**src/rtl/ibex_rf_wb_queue.sv**
```systemverilog
// Writeback queue and load scoreboard in front of the register file write port.
// Define IBEX_WBQ_FWD_EN to forward queued/returning data to the read ports.
module ibex_rf_wb_queue #(
  parameter int unsigned DataWidth = 32,
  parameter bit          RV32E     = 1'b0,
  parameter int unsigned Depth     = 2
) (
  input  logic                 clk_i,
  input  logic                 rst_ni,
  input  logic                 ex_valid_i,
  output logic                 ex_ready_o,
  input  logic [4:0]           ex_waddr_i,
  input  logic [DataWidth-1:0] ex_wdata_i,
  input  logic                 lsu_issue_i,
  input  logic [4:0]           lsu_issue_waddr_i,
  output logic                 lsu_issue_stall_o,
  input  logic                 lsu_valid_i,
  input  logic [4:0]           lsu_waddr_i,
  input  logic [DataWidth-1:0] lsu_wdata_i,
  output logic                 rf_we_o,
  output logic [4:0]           rf_waddr_o,
  output logic [DataWidth-1:0] rf_wdata_o,
  input  logic [4:0]           raddr_a_i,
  input  logic [4:0]           raddr_b_i,
  output logic                 hazard_a_o,
  output logic                 hazard_b_o,
  output logic                 fwd_a_o,
  output logic                 fwd_b_o,
  output logic [DataWidth-1:0] fwd_a_data_o,
  output logic [DataWidth-1:0] fwd_b_data_o,
  output logic                 err_o
);

  localparam int unsigned NumWords = RV32E ? 16 : 32;
  localparam int unsigned AW = RV32E ? 4 : 5;
  localparam int unsigned PW = $clog2(Depth);
  localparam int unsigned CW = $clog2(Depth + 1);
  localparam logic [PW:0] DepthP = (PW+1)'(Depth);
  localparam logic [CW-1:0] DepthC = CW'(Depth);

  function automatic logic [AW-1:0] ra(input logic [4:0] a);
    return a[AW-1:0];
  endfunction

  function automatic logic [PW-1:0] wrap(input logic [PW:0] v);
    logic [PW:0] t;
    t = (v >= DepthP) ? (v - DepthP) : v;
    return t[PW-1:0];
  endfunction

  logic [4:0]           waddr_q [Depth];
  logic [DataWidth-1:0] wdata_q [Depth];
  logic [PW-1:0]        head_q, head_d;
  logic [PW-1:0]        tail_q, tail_d;
  logic [CW-1:0]        cnt_q, cnt_d;
  logic [NumWords-1:0]  pend_q, pend_d;

  logic          full, empty, push, pop;
  logic          ex_nz, lsu_nz, iss_nz, a_nz, b_nz;
  logic          iss_hit, qm_a, qm_b, lm_a, lm_b;
  logic [PW-1:0] off_idx [Depth];
  logic [Depth-1:0] off_vld;

  assign full   = (cnt_q == DepthC);
  assign empty  = (cnt_q == '0);
  assign ex_nz  = (ra(ex_waddr_i) != '0);
  assign lsu_nz = (ra(lsu_waddr_i) != '0);
  assign iss_nz = (ra(lsu_issue_waddr_i) != '0);
  assign a_nz   = (ra(raddr_a_i) != '0);
  assign b_nz   = (ra(raddr_b_i) != '0);

  assign ex_ready_o = !full && !pend_q[ra(ex_waddr_i)];
  assign push       = ex_valid_i && ex_ready_o && ex_nz;
  assign pop        = !lsu_valid_i && !empty;
  assign err_o      = lsu_valid_i && lsu_nz &&
                      !pend_q[ra(lsu_waddr_i)];

  assign lm_a = lsu_valid_i &&
                (ra(lsu_waddr_i) == ra(raddr_a_i));
  assign lm_b = lsu_valid_i &&
                (ra(lsu_waddr_i) == ra(raddr_b_i));

  // Offset o from the head is the o-th oldest entry.
  always_comb begin
    for (int o = 0; o < Depth; o++) begin
      off_idx[o] = wrap({1'b0, head_q} + (PW+1)'(o));
      off_vld[o] = (CW'(o) < cnt_q);
    end
  end

`ifdef IBEX_WBQ_FWD_EN
  logic [DataWidth-1:0] qd_a, qd_b;
`endif

  always_comb begin
    iss_hit = 1'b0;
    qm_a    = 1'b0;
    qm_b    = 1'b0;
`ifdef IBEX_WBQ_FWD_EN
    qd_a    = '0;
    qd_b    = '0;
`endif
    for (int o = 0; o < Depth; o++) begin
      if (off_vld[o]) begin
        if (ra(waddr_q[off_idx[o]]) == ra(lsu_issue_waddr_i))
          iss_hit = 1'b1;
        if (ra(waddr_q[off_idx[o]]) == ra(raddr_a_i)) begin
          qm_a = 1'b1;
`ifdef IBEX_WBQ_FWD_EN
          qd_a = wdata_q[off_idx[o]];
`endif
        end
        if (ra(waddr_q[off_idx[o]]) == ra(raddr_b_i)) begin
          qm_b = 1'b1;
`ifdef IBEX_WBQ_FWD_EN
          qd_b = wdata_q[off_idx[o]];
`endif
        end
      end
    end
  end

  assign lsu_issue_stall_o = iss_nz && iss_hit;

`ifdef IBEX_WBQ_FWD_EN
  assign hazard_a_o = a_nz && pend_q[ra(raddr_a_i)];
  assign hazard_b_o = b_nz && pend_q[ra(raddr_b_i)];
  assign fwd_a_o    = a_nz && (lm_a || qm_a);
  assign fwd_b_o    = b_nz && (lm_b || qm_b);
  // The LSU return is younger than anything still queued.
  assign fwd_a_data_o = !a_nz ? '0 :
                        lm_a  ? lsu_wdata_i : qd_a;
  assign fwd_b_data_o = !b_nz ? '0 :
                        lm_b  ? lsu_wdata_i : qd_b;
`else
  assign hazard_a_o = a_nz &&
                      (pend_q[ra(raddr_a_i)] || qm_a || lm_a);
  assign hazard_b_o = b_nz &&
                      (pend_q[ra(raddr_b_i)] || qm_b || lm_b);
  assign fwd_a_o      = 1'b0;
  assign fwd_b_o      = 1'b0;
  assign fwd_a_data_o = '0;
  assign fwd_b_data_o = '0;
`endif

  always_comb begin
    rf_we_o    = 1'b0;
    rf_waddr_o = '0;
    rf_wdata_o = '0;
    if (lsu_valid_i) begin
      if (lsu_nz) begin
        rf_we_o    = 1'b1;
        rf_waddr_o = lsu_waddr_i;
        rf_wdata_o = lsu_wdata_i;
      end
    end else if (!empty) begin
      rf_we_o    = 1'b1;
      rf_waddr_o = waddr_q[head_q];
      rf_wdata_o = wdata_q[head_q];
    end
  end

  always_comb begin
    head_d = pop  ? wrap({1'b0, head_q} + 1'b1) : head_q;
    tail_d = push ? wrap({1'b0, tail_q} + 1'b1) : tail_q;
    unique case ({push, pop})
      2'b10:   cnt_d = cnt_q + CW'(1);
      2'b01:   cnt_d = cnt_q - CW'(1);
      default: cnt_d = cnt_q;
    endcase
  end

  // A same-cycle issue to the returning register keeps it pending.
  always_comb begin
    pend_d = pend_q;
    if (lsu_valid_i)
      pend_d[ra(lsu_waddr_i)] = 1'b0;
    if (lsu_issue_i && !lsu_issue_stall_o && iss_nz)
      pend_d[ra(lsu_issue_waddr_i)] = 1'b1;
    pend_d[0] = 1'b0;
  end

  always_ff @(posedge clk_i or negedge rst_ni) begin
    if (!rst_ni) begin
      head_q <= '0;
      tail_q <= '0;
      cnt_q  <= '0;
      pend_q <= '0;
      for (int i = 0; i < Depth; i++) begin
        waddr_q[i] <= '0;
        wdata_q[i] <= '0;
      end
    end else begin
      head_q <= head_d;
      tail_q <= tail_d;
      cnt_q  <= cnt_d;
      pend_q <= pend_d;
      if (push) begin
        waddr_q[tail_q] <= ex_waddr_i;
        wdata_q[tail_q] <= ex_wdata_i;
      end
    end
  end

endmodule
```
**config.mk**
```make
export PLATFORM = sky130hd
export DESIGN_NAME = ibex_rf_wb_queue
export DESIGN_NICKNAME = d
export VERILOG_FILES = /design/src/rtl/ibex_rf_wb_queue.sv
export SDC_FILE = /design/constraint.sdc
export NUM_CORES = 1
export LEC_CHECK = 0
export BUFFER_PORTS_ARGS = -buffer_cell sky130_fd_sc_hd__buf_2
export CORE_MARGIN = 3
export CORE_UTILIZATION = 24
export CTS_CLUSTER_DIAMETER = 50
export CTS_CLUSTER_SIZE = 40
export DETAILED_ROUTE_END_ITERATION = 16
export PLACE_DENSITY = 0.54
export SLEW_MARGIN = 20
export SYNTH_ARGS = -nofsm -noshare
export SYNTH_HDL_FRONTEND = slang
export SYNTH_SLANG_ARGS = --single-unit
```
**constraint.sdc**
```tcl
create_clock -name clk_i -period 3.15 [get_ports clk_i]
set_input_delay 0.63 -clock clk_i [delete_from_list [all_inputs] [get_ports clk_i]]
set_output_delay 0.63 -clock clk_i [all_outputs]
set_load 0.03 [all_outputs]
```
; Word level (Yosys, flattened, before mapping)
; Cells that the tools add are included.
[totals]
ff_bits = 109
ramBits = 0
inputBits = 94
n_memories = 0
out_inout_bits = 109
rom_bits = 0
word_cells = 140
latch_bits = 0
[op_classes]
div_mod_pow = 0
n_bitwise = 7
addsub = 7
n_reduce_logical = 33
mux = 57
magnitude_cmp = 17
multipliers = 0
n_eq_ne = 11
shift = 0
[ops]
columns = op, n
row1 = $mux 32, 9
row2 = $mux 5, 13
row3 = $bwmux 64, 1
row4 = $eq 5x5->1, 8
row5 = $and 32x32->32, 1
row6 = $demux 32 s1, 1
row7 = $not 32->32, 1
row8 = $or 32x32->32, 1
row9 = $lt 5x6->1 const B, 5
row10 = $reduce_bool 5->1, 5
row11 = $mux 1, 24
row12 = $bmux 1 s5, 4
row13 = $logic_and 1x1->1, 16
row14 = $ge 2x2->1 const B, 6
row15 = $bwmux 10, 1
row16 = $demux 1 s5, 2
row17 = $ge 5x1->1 const B, 2
row18 = $not 1->2, 4
row19 = $logic_not 1->1, 6
row20 = $demux 5 s1, 1
row21 = $add 1x1->2 const B, 2
row22 = $eq 2x2->1 const B, 2
row23 = $logic_or 1x1->1, 4
row24 = $lt 1x2->1 const A, 2
row25 = other kinds (9), 11

; Logic depth before layout (Yosys ltp)
[depth]
depth_word = 16
ltp_mapped = 10
depth_no_buf = 8

; Worst setup path before layout
; Ideal clock, no wire load.
[synth_timing]
kind = input-to-output
from = input port lsu_waddr_i[0]
to = output port err_o
required_ns = 2.520
setup_slack_ns = -0.203
n_path_buf = 1
stages = 6
arrival_time_ns = 2.723
path_cell_list = clkbuf_1 > mux4_2 > mux2_2 > a22oi_1 > nor2_1 > a211oi_1
[synth_between]
elab_chain_cells = 4
word_cells_on_any_way = 6
cone_classes = mux (2) / reduce/logical (4)
[synth_lines]
columns = element, line_no
row1 = from (decl), 18  ; input logic [4:0] lsu_waddr_i,
row2 = $bmux 1 s5, 76  ; !pend_q[ra(lsu_waddr_i)];
row3 = $mux 1 (implied by the code), 76
row4 = $logic_not 1->1, 76
row5 = $logic_and 1x1->1 *, 75  ; assign err_o = lsu_valid_i && lsu_nz &&
row6 = to (decl), 31  ; output logic err_o
; Mark *: on every way between the ends. The rest lies on a longest branch, timed or not. The select of a mux whose other input is x is not followed.

; Worst setup path after layout
[layout_timing]
from = register head_q
to = output port hazard_b_o
[layout_between]
elab_chain_cells = 14
word_cells_on_any_way = 24
cone_classes = add/sub (3) / order compare (2) / eq/ne (2) / mux (12) / bitwise (2) / reduce/logical (3)
[layout_lines]
columns = element, line_no
row1 = from (decl), 53  ; logic [PW-1:0] head_q, head_d;
row2 = from (signal assigned), 185  ; head_q <= '0;
row3 = from (signal assigned), 194  ; head_q <= head_d;
row4 = $ge 1x2->1 or $sub 1x1->1 (tied branches), 47  ; t = (v >= DepthP) ? (v - DepthP) : v;
row5 = $mux 1, 47
row6 = $not 1->2 (implied by the code), 113  ; if (ra(waddr_q[off_idx[o]]) == ra(raddr_b_i)) begin
row7 = $mux 5 (implied by the code) (3 in series), 113
row8 = $eq 5x5->1, 113
row9 = $mux 1, 113
row10 = $mux 1, 104  ; if (off_vld[o]) begin
row11 = $mux 1, 113
row12 = $mux 1 *, 104
row13 = $logic_or 1x1->1 * (2 in series), 139  ; (pend_q[ra(raddr_b_i)] || qm_b || lm_b);
row14 = $logic_and 1x1->1 *, 138  ; assign hazard_b_o = b_nz &&
row15 = to (decl), 26  ; output logic hazard_b_o,
; Marks and branches as above.

==> metrics.md <==
| Metric | Value |
|---|---|
| Num rows | 64 |
| Synth cell types | a little under 50 |
| Vias per cell | ~4.6 |
| Pwr/cell area | roughly 850 nW/um^2 |
| Max FO, Critical Path | 7 |
| Post-synthesis sequential area ratio | a little over a third |
| Final setup fails | 0 |
| Filler cell count | around 3200 |
| Die ar. | 33600 um^2 |
| Clock Sinks | ~110 |
| Initial antenna violation count | 2 |
| Final worst setup slack | slightly above 0.08 ns |
| TritonCTS buffer count | 9 |
| Largest net degree at the start of global routing | 50 |
| Vias in the first global route | 5516 |
| Starting density of the core | 24.5% |
| Vias | about 5600 |
| CP bufs+invs | 2 |
| First-pass GRT wire length | about 33000 um |
| Max-slew violation count | 0 |
| Worst-Skew Late Latency | ~0.36 ns |
| MaxCap Viol Count | 0 |
| Layout area overhead | 18.1% |
| Number of H-tree levels | 3 |
| Nature of the critical path startpoint | register |
| Tmin final | just over 3 ns |
| Req. time, crit path | about 2.5 ns |
| Share of cells above drive strength 1 | a little under two fifths |
| Horiz. Die Dim | about 180 um |
| Hold Crit Class | primary input to async pin |
| Setup TNS | 0 ns |
| CP peak stage delay | between 0.5 and 0.6 ns |
| GRT Residual Overflow | 0 |
| Wire per inst | about 18 um |
| Family with the most delay on the worst path | flip-flops |
| Hold Fails Final Rpt | 0 |
| Multi-input combinational cell area | between 4000 and 5000 um^2 |
| EDFF count, synth | 0 |
| Class of the most critical setup path | register to output port |
| Final Wtd Congestion | between 0.9 and 1 |
| I/O pins | between 200 and 250 |
| Final instance area | 8910 um^2 |
| Port Buffer Count | 136 |
| Mapped Avg Cell Area | around 11 um^2 |
| CTS max path bufs | 2 |
| CP max-delay cell | dfrtp_4 |
| Crit-path cells | buf_6 > mux2i_2 > xor2_1 > nand4_1 > nor3_1 > a2111oi_2 > a21oi_1 > buf_2 |
| Leakage | between 4 and 5 nW |
| F_max | around 330 MHz |
| Clock Skew | roughly 0.013 ns |
| TritonCTS clock tree | yes |
| R2R Setup Slk | 0.59 ns |
| Run status | finished clean |
| Post-Route WL | between 20000 and 25000 um |
| Cell depth of the worst flop-to-flop path | 7 |
| Worst slew pin tran | around 0.66 ns |
| Commonest register cell after synthesis | dfrtp_1 |
| Nets@finish | ~920 |
| FF+latch area | 2730 um^2 |
| Hold_ws | approximately 0.30 ns |
| # hold bufs at CTS | 0 |
| Clock-pin transition on the worst setup and hold timing paths | around 0.09 ns |
| DP Wirelength | approximately 16000 um |
| Initial DRC Count | around 500 |
| Yosys reg bits | about 110 |
| Syn. warnings | 0 |
| Clock Tree Root | clkbuf_16 |
| Cells after Synth | between 600 and 700 |
| Syn Std Cell Area | 7540 um^2 |
| Drc violations | 0 |
| Pre-CTS WS | about 0.074 ns |
| Asr flop ratio synth | 100% |
| Core footprint | approximately 31000 um^2 |
| Die Height | between 150 and 200 um |
| Worst setup EP type | output port |
| Stages on worst setup path | 8 |
| Critical Path AT | around 2.4 ns |
| Placed Area | between 8000 and 9000 um^2 |
| Post-route ant nets | 0 |
| Slew Limit Headroom | around 56% |
| Final period util | between 90 and 100% |
| Maximum VDD drop | between 0.3 and 0.4 mV |
| Total GRT Usage | about 12% |
| Pre-antenna DRT Iters | 5 |
[cells by family (layout without fill, tap and decap cells)]
kind of cell / Yosys count / after routing / synth area share, %
AND/OR/NAND/NOR: 120 / 120 / 8.06
flip-flops: 109 / 109 / 36.2
AO/OA/AOI/OAI: 126 / 126 / 9.04
multiplexers: 159 / 159 / 29.9
XOR/XNOR: 44 / 44 / 5.11
adder cells (fa/ha/maj): 4 / 4 / 0.664
buffers and inverters: 121 / 201 / 11.0
other: 1 / 68 / 0.0497
[cells in the final DEF, fill, tap and decap left out, types with 4 or more instances in the layout]
master	n
a21oi_1	6
buf_12	5
buf_2	134
buf_4	40
clkbuf_16	9
conb_1	66
dfrtp_1	108
ha_1	4
inv_1	5
mux2_1	14
mux2_2	5
mux2_4	60
mux2i_1	50
mux4_2	27
nand2_1	48
nand3_1	9
nand3b_1	7
nand4_1	5
nor2_1	13
nor2b_1	8
nor3_1	5
nor4_1	4
o21ai_0	103
xnor2_1	19
xor2_1	25
[cells in the mapped netlist, types with 2 or more instances]
cell	count	area [um^2]
mux2i_1	53	531
dfrtp_1	109	2730
nand2b_1	3	18.8
nand3_1	9	45.0
o31ai_1	2	15.0
mux2_4	60	901
clkbuf_1	27	101
a22oi_1	3	22.5
or3b_2	3	26.3
mux2_2	5	56.3
o21ai_0	104	521
xor2_1	25	219
or3_1	3	18.8
mux4_2	27	608
mux2_1	14	158
buf_8	3	45.0
buf_6	3	33.8
buf_4	67	503
xnor2_1	19	166
nand4_1	5	31.3
nor2b_1	9	56.3
a221oi_1	2	17.5
nor2_1	13	48.8
or2_2	3	18.8
nand4b_1	2	17.5
nor4_1	4	25.0
nand2_1	48	180
and2_1	2	12.5
a211oi_1	2	15.0
a21oi_1	6	30.0
nand3b_1	7	52.6
nor3_1	5	25.0
buf_2	4	20.0
buf_1	8	30.0
buf_12	4	80.1
inv_1	5	18.8
ha_1	4	50.1
[metal layers]
layer	track usage, %	wire [um]
met1	17.1	9560
met2	19.6	10300
met3	2.08	1170
met4	4.60	625
met5	0	13
[layout make-up]
cell class	count	area share, %
Multi-Input combinational cell	519	47.9
Sequential cell	109	30.7
Timing Repair Buffer	180	12.1
Tap cell	396	5.56
Clock buffer	10	2.68
Clock inverter	6	0.772
Inverter	5	0.211
Antenna cell	2	0.0562
[state kept, by name, indices dropped and copies added (netlist names)]
signal / cells
cnt_q: 2
wdata_q: 64
tail_q: 1
head_q: 1
waddr_q: 10
pend_q: 31
[through the flow]
step	total power [mW]	cells	utilization, %
floorplan	5.31	749	-
global placement	6.31	1207	27.8
detailed placement	6.36	1207	27.8
CTS	7.59	1223	28.8
global route	8.08	1226	29.0
finish	7.59	1227	29.0
[timing repair]
action / 4_1_cts / 5_1_grt
resized for setup: 0 / 12
setup endpoints to repair: 0 / 4
buffers inserted: 0 / 2
[worst reg2reg max path: stages (launching register included)]
cell and delay, ns:
dfrtp_1 0.47, mux4_2 0.50, a22oi_1 0.20, o311ai_1 0.17, a21oi_2 0.25, nor2b_4 0.33, buf_12 0.20, mux2_1 0.34
[power by group]
part           leakage, nW  internal [mW]  total (mW)  switching (mW)
Combinational         2.57           1.91        3.85            1.93
Clock                0.147          0.583        1.17           0.590
Sequential            1.30           2.04        2.57           0.527
Total                 4.02           4.54        7.59            3.05
[path summary, 6_finish.rpt]
path,from,end
worst max-delay path,head_q$_DFFE_PN0P_,hazard_b_o
worst min-delay path,rst_ni,wdata_q[12]$_DFFE_PN0P_
worst max register to register,pend_q[8]$_DFF_PN0_,wdata_q[57]$_DFFE_PN0P_
worst min register to register,wdata_q[52]$_DFFE_PN0P_,wdata_q[52]$_DFFE_PN0P_
max in group asynchronous,rst_ni,wdata_q[57]$_DFFE_PN0P_
min in group clk_i,wdata_q[52]$_DFFE_PN0P_,wdata_q[52]$_DFFE_PN0P_
No activity file was read; power rests on OpenSTA's default activity.
